$ cat src/rtl/tl_ul_pkg.sv
// TileLink-UL shared definitions: opcodes, field widths and packed A/D channel payloads.
package tl_ul_pkg;

    localparam int unsigned TL_OPCODE_W  = 3;
    localparam int unsigned TL_A_PARAM_W = 3;
    localparam int unsigned TL_D_PARAM_W = 2;
    localparam int unsigned TL_SIZE_W    = 4;
    localparam int unsigned TL_SRC_W     = 5;
    localparam int unsigned TL_ADDR_W    = 32;
    localparam int unsigned TL_DATA_W    = 32;
    localparam int unsigned TL_MASK_W    = 4;
    localparam int unsigned TL_CNT_W     = 5;

    localparam logic [TL_OPCODE_W-1:0] A_GET             = 3'd4;
    localparam logic [TL_OPCODE_W-1:0] A_PUT_FULL        = 3'd0;
    localparam logic [TL_OPCODE_W-1:0] A_PUT_PARTIAL     = 3'd1;
    localparam logic [TL_OPCODE_W-1:0] D_ACCESS_ACK      = 3'd0;
    localparam logic [TL_OPCODE_W-1:0] D_ACCESS_ACK_DATA = 3'd1;

    typedef struct packed {
        logic [TL_OPCODE_W-1:0]  opcode;
        logic [TL_A_PARAM_W-1:0] param;
        logic [TL_SIZE_W-1:0]    size;
        logic [TL_SRC_W-1:0]     source;
        logic [TL_ADDR_W-1:0]    address;
        logic [TL_MASK_W-1:0]    mask;
        logic [TL_DATA_W-1:0]    data;
        logic                    corrupt;
    } a_chan_t;

    typedef struct packed {
        logic [TL_OPCODE_W-1:0]  opcode;
        logic [TL_D_PARAM_W-1:0] param;
        logic [TL_SIZE_W-1:0]    size;
        logic [TL_SRC_W-1:0]     source;
        logic                    sink;
        logic                    denied;
        logic [TL_DATA_W-1:0]    data;
        logic                    corrupt;
    } d_chan_t;

endpackage

$ cat src/rtl/tl_inflight_limiter_if.sv
// One TileLink-UL link (A request + D response). The master modport issues A and accepts D.
interface tl_inflight_limiter_if;

    logic                 a_valid;
    logic                 a_ready;
    tl_ul_pkg::a_chan_t   a;
    logic                 d_valid;
    logic                 d_ready;
    tl_ul_pkg::d_chan_t   d;

    modport master (output a_valid, a, d_ready, input a_ready, d_valid, d);
    modport slave  (input a_valid, a, d_ready, output a_ready, d_valid, d);

endinterface

$ cat src/rtl/tl_inflight_ctr.sv
// Saturating up/down outstanding-transaction counter with full compare against the limit.
module tl_inflight_ctr #(
    parameter int unsigned MAX_COUNT = 4,
    parameter int unsigned CNT_W     = 5
) (
    input  logic             clock,
    input  logic             reset,
    input  logic             i_inc,
    input  logic             i_dec,
    output logic [CNT_W-1:0] o_count,
    output logic             o_full_c
);

    logic [CNT_W-1:0] r_count;
    logic [CNT_W-1:0] w_count_next;

    // Simultaneous inc/dec cancel; a decrement at zero saturates instead of wrapping.
    always_comb begin
        w_count_next = r_count;
        if (i_inc && !i_dec) begin
            w_count_next = r_count + CNT_W'(1);
        end else if (i_dec && !i_inc && (r_count != '0)) begin
            w_count_next = r_count - CNT_W'(1);
        end
    end

    always_ff @(posedge clock or posedge reset) begin
        if (reset) begin
            r_count <= '0;
        end else begin
            r_count <= w_count_next;
        end
    end

    assign o_count  = r_count;
    assign o_full_c = (r_count >= CNT_W'(MAX_COUNT));

endmodule

$ cat src/rtl/tl_inflight_limiter.sv
// TL-UL outstanding-request limiter with orphan-response detection.
// Define TL_INFLIGHT_SRC_BUSY_EN to also track per-source busy bits (blocks source reuse).
module tl_inflight_limiter
    import tl_ul_pkg::*;
#(
    parameter int unsigned MAX_INFLIGHT = 4,
    parameter int unsigned SRC_W        = TL_SRC_W
) (
    input  logic                  clock,
    input  logic                  reset,
    tl_inflight_limiter_if.slave  up,
    tl_inflight_limiter_if.master dn,
    output logic [TL_CNT_W-1:0]   inflight,
    output logic                  err_orphan,
    output logic [SRC_W-1:0]      err_source
);

    if (SRC_W != TL_SRC_W) begin : g_bad_src_w
        $error("SRC_W must match tl_ul_pkg::TL_SRC_W");
    end
    if ((MAX_INFLIGHT < 1) || (MAX_INFLIGHT > 31)) begin : g_bad_max
        $error("MAX_INFLIGHT must be in 1..31");
    end

    logic             w_full;
    logic             w_src_free;
    logic             w_d_matched;
    logic             w_a_gate;
    logic             w_a_fire;
    logic             w_d_fire;
    logic             w_orphan;
    logic             r_err_orphan;
    logic [SRC_W-1:0] r_err_source;

    // Gate depends only on registered state and the A source, never on D inputs.
    assign w_a_gate   = !w_full && w_src_free;

    assign dn.a_valid = up.a_valid && w_a_gate;
    assign dn.a       = up.a;
    assign up.a_ready = dn.a_ready && w_a_gate;

    assign up.d_valid = dn.d_valid;
    assign up.d       = dn.d;
    assign dn.d_ready = up.d_ready;

    assign w_a_fire = up.a_valid && up.a_ready;
    assign w_d_fire = dn.d_valid && dn.d_ready;
    assign w_orphan = w_d_fire && !w_d_matched;

    tl_inflight_ctr #(
        .MAX_COUNT (MAX_INFLIGHT),
        .CNT_W     (TL_CNT_W)
    ) u_ctr (
        .clock    (clock),
        .reset    (reset),
        .i_inc    (w_a_fire),
        .i_dec    (w_d_fire),
        .o_count  (inflight),
        .o_full_c (w_full)
    );

`ifdef TL_INFLIGHT_SRC_BUSY_EN
    localparam int unsigned NUM_SRC = 1 << SRC_W;

    logic [NUM_SRC-1:0] r_busy;
    logic [NUM_SRC-1:0] w_busy_next;

    // Set after clear so a same-source request/response pair leaves the source busy.
    always_comb begin
        w_busy_next = r_busy;
        if (w_d_fire) begin
            w_busy_next[dn.d.source] = 1'b0;
        end
        if (w_a_fire) begin
            w_busy_next[up.a.source] = 1'b1;
        end
    end

    always_ff @(posedge clock or posedge reset) begin
        if (reset) begin
            r_busy <= '0;
        end else begin
            r_busy <= w_busy_next;
        end
    end

    assign w_src_free  = !r_busy[up.a.source];
    assign w_d_matched = r_busy[dn.d.source] && (inflight != '0);
`else
    assign w_src_free  = 1'b1;
    assign w_d_matched = (inflight != '0);
`endif

    // First orphan wins; the flag and captured source stay until reset.
    always_ff @(posedge clock or posedge reset) begin
        if (reset) begin
            r_err_orphan <= 1'b0;
            r_err_source <= '0;
        end else if (w_orphan && !r_err_orphan) begin
            r_err_orphan <= 1'b1;
            r_err_source <= SRC_W'(dn.d.source);
        end
    end

    assign err_orphan = r_err_orphan;
    assign err_source = r_err_source;

endmodule
$ cat src/flat_wrapper.sv
// flat-port wrapper written by rule: the top's interface ports become plain ports
module tl_inflight_limiter_flat import tl_ul_pkg::*;
#(
    parameter int unsigned MAX_INFLIGHT = 4,
    parameter int unsigned SRC_W        = TL_SRC_W
)
  (clock, reset, inflight, err_orphan, err_source, up_a_valid, up_a, up_d_ready, up_a_ready, up_d_valid, up_d, dn_a_valid, dn_a, dn_d_ready, dn_a_ready, dn_d_valid, dn_d);
  tl_inflight_limiter_if up_i ();
  tl_inflight_limiter_if dn_i ();
  input  logic clock;
  input  logic reset;
  output logic [TL_CNT_W-1:0] inflight;
  output logic err_orphan;
  output logic [SRC_W-1:0] err_source;
  input wire logic [$bits(up_i.a_valid)-1:0] up_a_valid;
  input wire logic [$bits(up_i.a)-1:0] up_a;
  input wire logic [$bits(up_i.d_ready)-1:0] up_d_ready;
  output wire logic [$bits(up_i.a_ready)-1:0] up_a_ready;
  output wire logic [$bits(up_i.d_valid)-1:0] up_d_valid;
  output wire logic [$bits(up_i.d)-1:0] up_d;
  output wire logic [$bits(dn_i.a_valid)-1:0] dn_a_valid;
  output wire logic [$bits(dn_i.a)-1:0] dn_a;
  output wire logic [$bits(dn_i.d_ready)-1:0] dn_d_ready;
  input wire logic [$bits(dn_i.a_ready)-1:0] dn_a_ready;
  input wire logic [$bits(dn_i.d_valid)-1:0] dn_d_valid;
  input wire logic [$bits(dn_i.d)-1:0] dn_d;
  assign up_i.a_valid = up_a_valid;
  assign up_i.a = up_a;
  assign up_i.d_ready = up_d_ready;
  assign up_a_ready = up_i.a_ready;
  assign up_d_valid = up_i.d_valid;
  assign up_d = up_i.d;
  assign dn_a_valid = dn_i.a_valid;
  assign dn_a = dn_i.a;
  assign dn_d_ready = dn_i.d_ready;
  assign dn_i.a_ready = dn_a_ready;
  assign dn_i.d_valid = dn_d_valid;
  assign dn_i.d = dn_d;
  tl_inflight_limiter #(.MAX_INFLIGHT(MAX_INFLIGHT), .SRC_W(SRC_W)) u_core (.clock(clock), .reset(reset), .up(up_i), .dn(dn_i), .inflight(inflight), .err_orphan(err_orphan), .err_source(err_source));
endmodule
$ cat config.mk
export PLATFORM = sky130hd
export DESIGN_NAME = tl_inflight_limiter_flat
export DESIGN_NICKNAME = d
export VERILOG_FILES = /design/src/rtl/tl_ul_pkg.sv /design/src/rtl/tl_inflight_limiter_if.sv /design/src/rtl/tl_inflight_ctr.sv /design/src/rtl/tl_inflight_limiter.sv /design/src/flat_wrapper.sv
export SDC_FILE = /design/constraint.sdc
export NUM_CORES = 1
export LEC_CHECK = 0
export BUFFER_PORTS_ARGS = -buffer_cell sky130_fd_sc_hd__clkbuf_2
export CORE_AREA = 2 2 113 115
export CTS_CLUSTER_DIAMETER = 200
export DETAILED_ROUTE_END_ITERATION = 8
export DIE_AREA = 0 0 115 117
export HOLD_SLACK_MARGIN = 0.12
export MAX_ROUTING_LAYER = met4
export PLACE_DENSITY = 0.44
export SLEW_MARGIN = 20
export SYNTH_ARGS = -nofsm -noshare
export SYNTH_HDL_FRONTEND = slang
export SYNTH_SLANG_ARGS = --single-unit
$ cat constraint.sdc
create_clock -name clock -period 5.25 [get_ports clock]
set_input_delay 0.2625 -clock clock [delete_from_list [all_inputs] [get_ports clock]]
set_output_delay 0.2625 -clock clock [all_outputs]
set_load 0.02 [all_outputs]
==> reports/metrics.cfg <==
[cts]
root_buffer = clkbuf_16
cts_buffer_depth = 2
clk_latency_ns = 0.24
numCtsBuffers = 3
clkTransAtPathRegs_ns = 0.04
hold_buffers = 1
htree_levels = 1
postCtsSetupBuffers = 0
cts_tree = yes
cts_resized = 0
numClockSinks = 11

[drt]
post_drt_wl_per_cell_um = 20.0
firstDrtPassIters = 4
via_per_inst = 3.23
drtIter0Drc = 33
routed_wl_um = 4950
antenna_left = 0
vias = 801
drc_errors = 0

[setup_path]
slowest_stage = dfrtp_1
critPathCaptureType = flop
critical_path.max_stage_delay_ns = 0.42
required_ns = 5.42
cpMostUsedCell = nand3_1
path_max_fanout = 5
worstPathArrival_ns = 2.36
cp_top_family = simple AND/OR/NAND/NOR gates
cp_num_buf_inv = 0
path_cells = nor3_1, nand3_1, ha_1, a21oi_1, nand2_1, or3_1, nand3_1
critPathKind = reg2reg
worstSetupStartpointType = flop

[global_route]
antenna_found_initial = 0
first_global_vias = 731
grt_max_degree = 14
grtUsageTotal_pct = 6.71
met3_usage_pct = 8.55
use_met2_pct = 12.1
overflow = 0
busiest_layer = met2
grt_pass1_wl_um = 6080
use_met1_pct = 2.65

[timing]
drv_slew = 0
worst_pin_slew_ns = 0.453
setup_violations = 0
tns_ns = 0
hold_violations = 0
max-slew-margin-rel_pct = 69.7
layout_setup_ws_ns = 3.06
clock_skew_ns = 0.000502
grt_setup_unrepaired = false
post-route-period-util_pct = 41.7
period_needed_ns = 2.19
max_freq_ghz = 0.457

[logic_synthesis]
ys_types = 30
synth-seq-cells = 11
seq_area_frac_synth_pct = 16.0
postSynthCellCount = 201
synth_top_cell_area_share_pct = 59.1
synth_area_sq_um = 1720
synth.area.top_cells = buf_4, dfrtp_1, mux2_4
synth.avg_cell_area_sq_um = 8.53
synthesis.nets = 344
synth.largest_area_cell = buf_4
synth_warnings = 0

[placed_design]
place_ws_ns = 3.06
io_buffers = 30
dp_hpwl_um = 4510
place_congestion = 0.739

[pwr]
power_density_nw_per_um2 = 527
p_leak_nw = 0.481
peakVddDrop_uv = 107

[floorplan]
core_area_sq_um = 12300
ios = 287
fp.dieArea_sq_um = 13500
die_w_um = 115
initial_core_util_pct = 13.9
die_h_um = 117
num_rows = 41

[worst_hold_path]
holdCritPathClass = in2reg

[layout]
final_util_pct = 9.07
final_cell_mix = clkbuf_2, dfrtp_1, a21oi_1
fill_cells = 1428
area_growth_pct = -34.9
mostFrequentLayoutCell = clkbuf_2
drive_gt1_share_pct = 40.8
nets = 242
diodes = 0

[flow_run]
maxCapViolations = 0

[status]
outcome = finished, final reports clean

synthesized netlist by cell type, drive strengths merged:
cell	number
a21o	1
a21oi	6
a221o	2
a22o	1
a2bb2oi	1
and2	3
buf	137
clkbuf	1
dfrtp	11
fa	1
ha	3
inv	1
mux2	5
mux2i	1
nand2	5
nand2b	1
nand3	4
nor2	2
nor3	3
o21ai	2
o21bai	2
o22ai	1
o32ai	1
or3	2
or4	1
xnor2	1
xor2	2
worst paths after layout:
| path | from | endpoint | slack [ns] | cells past startpoint |
|---|---|---|---|---|
| worst max-delay path | u_core.u_ctr.o_count[3] | u_core.u_ctr.o_count[4] | 3.06 | 7 |
| min in group asynchronous | reset | u_core.err_source[0] | 0.56 | 3 |
| worst max register to register | u_core.u_ctr.o_count[3] | u_core.u_ctr.o_count[4] | 3.06 | 7 |
| max in group asynchronous | reset | u_core.err_orphan | 4.40 | 3 |
| worst min-delay path | dn_d[39] | u_core.err_source[4] | 0.27 | 2 |
| worst min register to register | u_core.err_source[0] | u_core.err_source[0] | 0.51 | 1 |
worst reg2reg max path: stages, from the launching register on:
cell and delay, ns:
dfrtp_1 0.42, nor3_1 0.37, nand3_1 0.29, ha_1 0.41
a21oi_1 0.16, nand2_1 0.09, or3_1 0.31, nand3_1 0.07
per-layer routing:
layer	vias to the layer above	share of wire, %
li1	310	-
met1	335	16
met2	134	52
met3	22	28
met4	0	3.4
met5	-	0
cell type report:
| type | instances | area (sq um) | area share [%] |
|---|---|---|---|
| clock buffers | 4 | 78.8 | 7.06 |
| flip-flops and latches | 11 | 275 | 24.7 |
| inverters | 1 | 3.75 | 0.336 |
| multi-input cells | 51 | 410 | 36.8 |
| repair buffers | 31 | 160 | 14.3 |
| well taps | 150 | 188 | 16.8 |
registers in the layout, summed over array words and instances, names as in the netlist:
name,count
u_core.err_source,5
u_core.err_orphan,1
u_core.u_ctr.o_count,5
power by group:
part           internal [W]  switching [W]  total, W
clock              0.000102      0.0000359  0.000138
sequential         0.000124      0.0000513  0.000176
combinational      0.000124       0.000151  0.000275
per-stage QoR:
| step | std cells | cell area [sq um] | hold slack (ns) | total power, W |
|---|---|---|---|---|
| 2_1_floorplan | 201 | 1720 | 0.115 | 0.000518 |
| 3_3_place_gp | 243 | 1030 | 0.263 | 0.000454 |
| 3_5_place_dp | 243 | 1030 | 0.264 | 0.000456 |
| 4_1_cts | 248 | 1120 | 0.270 | 0.000599 |
| 5_1_grt | 248 | 1120 | 0.278 | 0.000638 |
| 6_report | 248 | 1120 | 0.275 | 0.000588 |
cell families (layout without fill, tap and decap cells):
logic type                 after synthesis  after routing  share of synthesized area [%]
buffers and inverters                  139             36                           60.0
and+or+nand+nor                         21             21                           7.37
AOI/OAI and AO/OA                       17             17                           6.71
DFF                                     11             11                           16.0
muxes                                    6              6                           4.96
adders and majority gates                4              4                           3.36
xor gates and xnor gates                 3              3                           1.53
(Power assumes the default switching activity.)
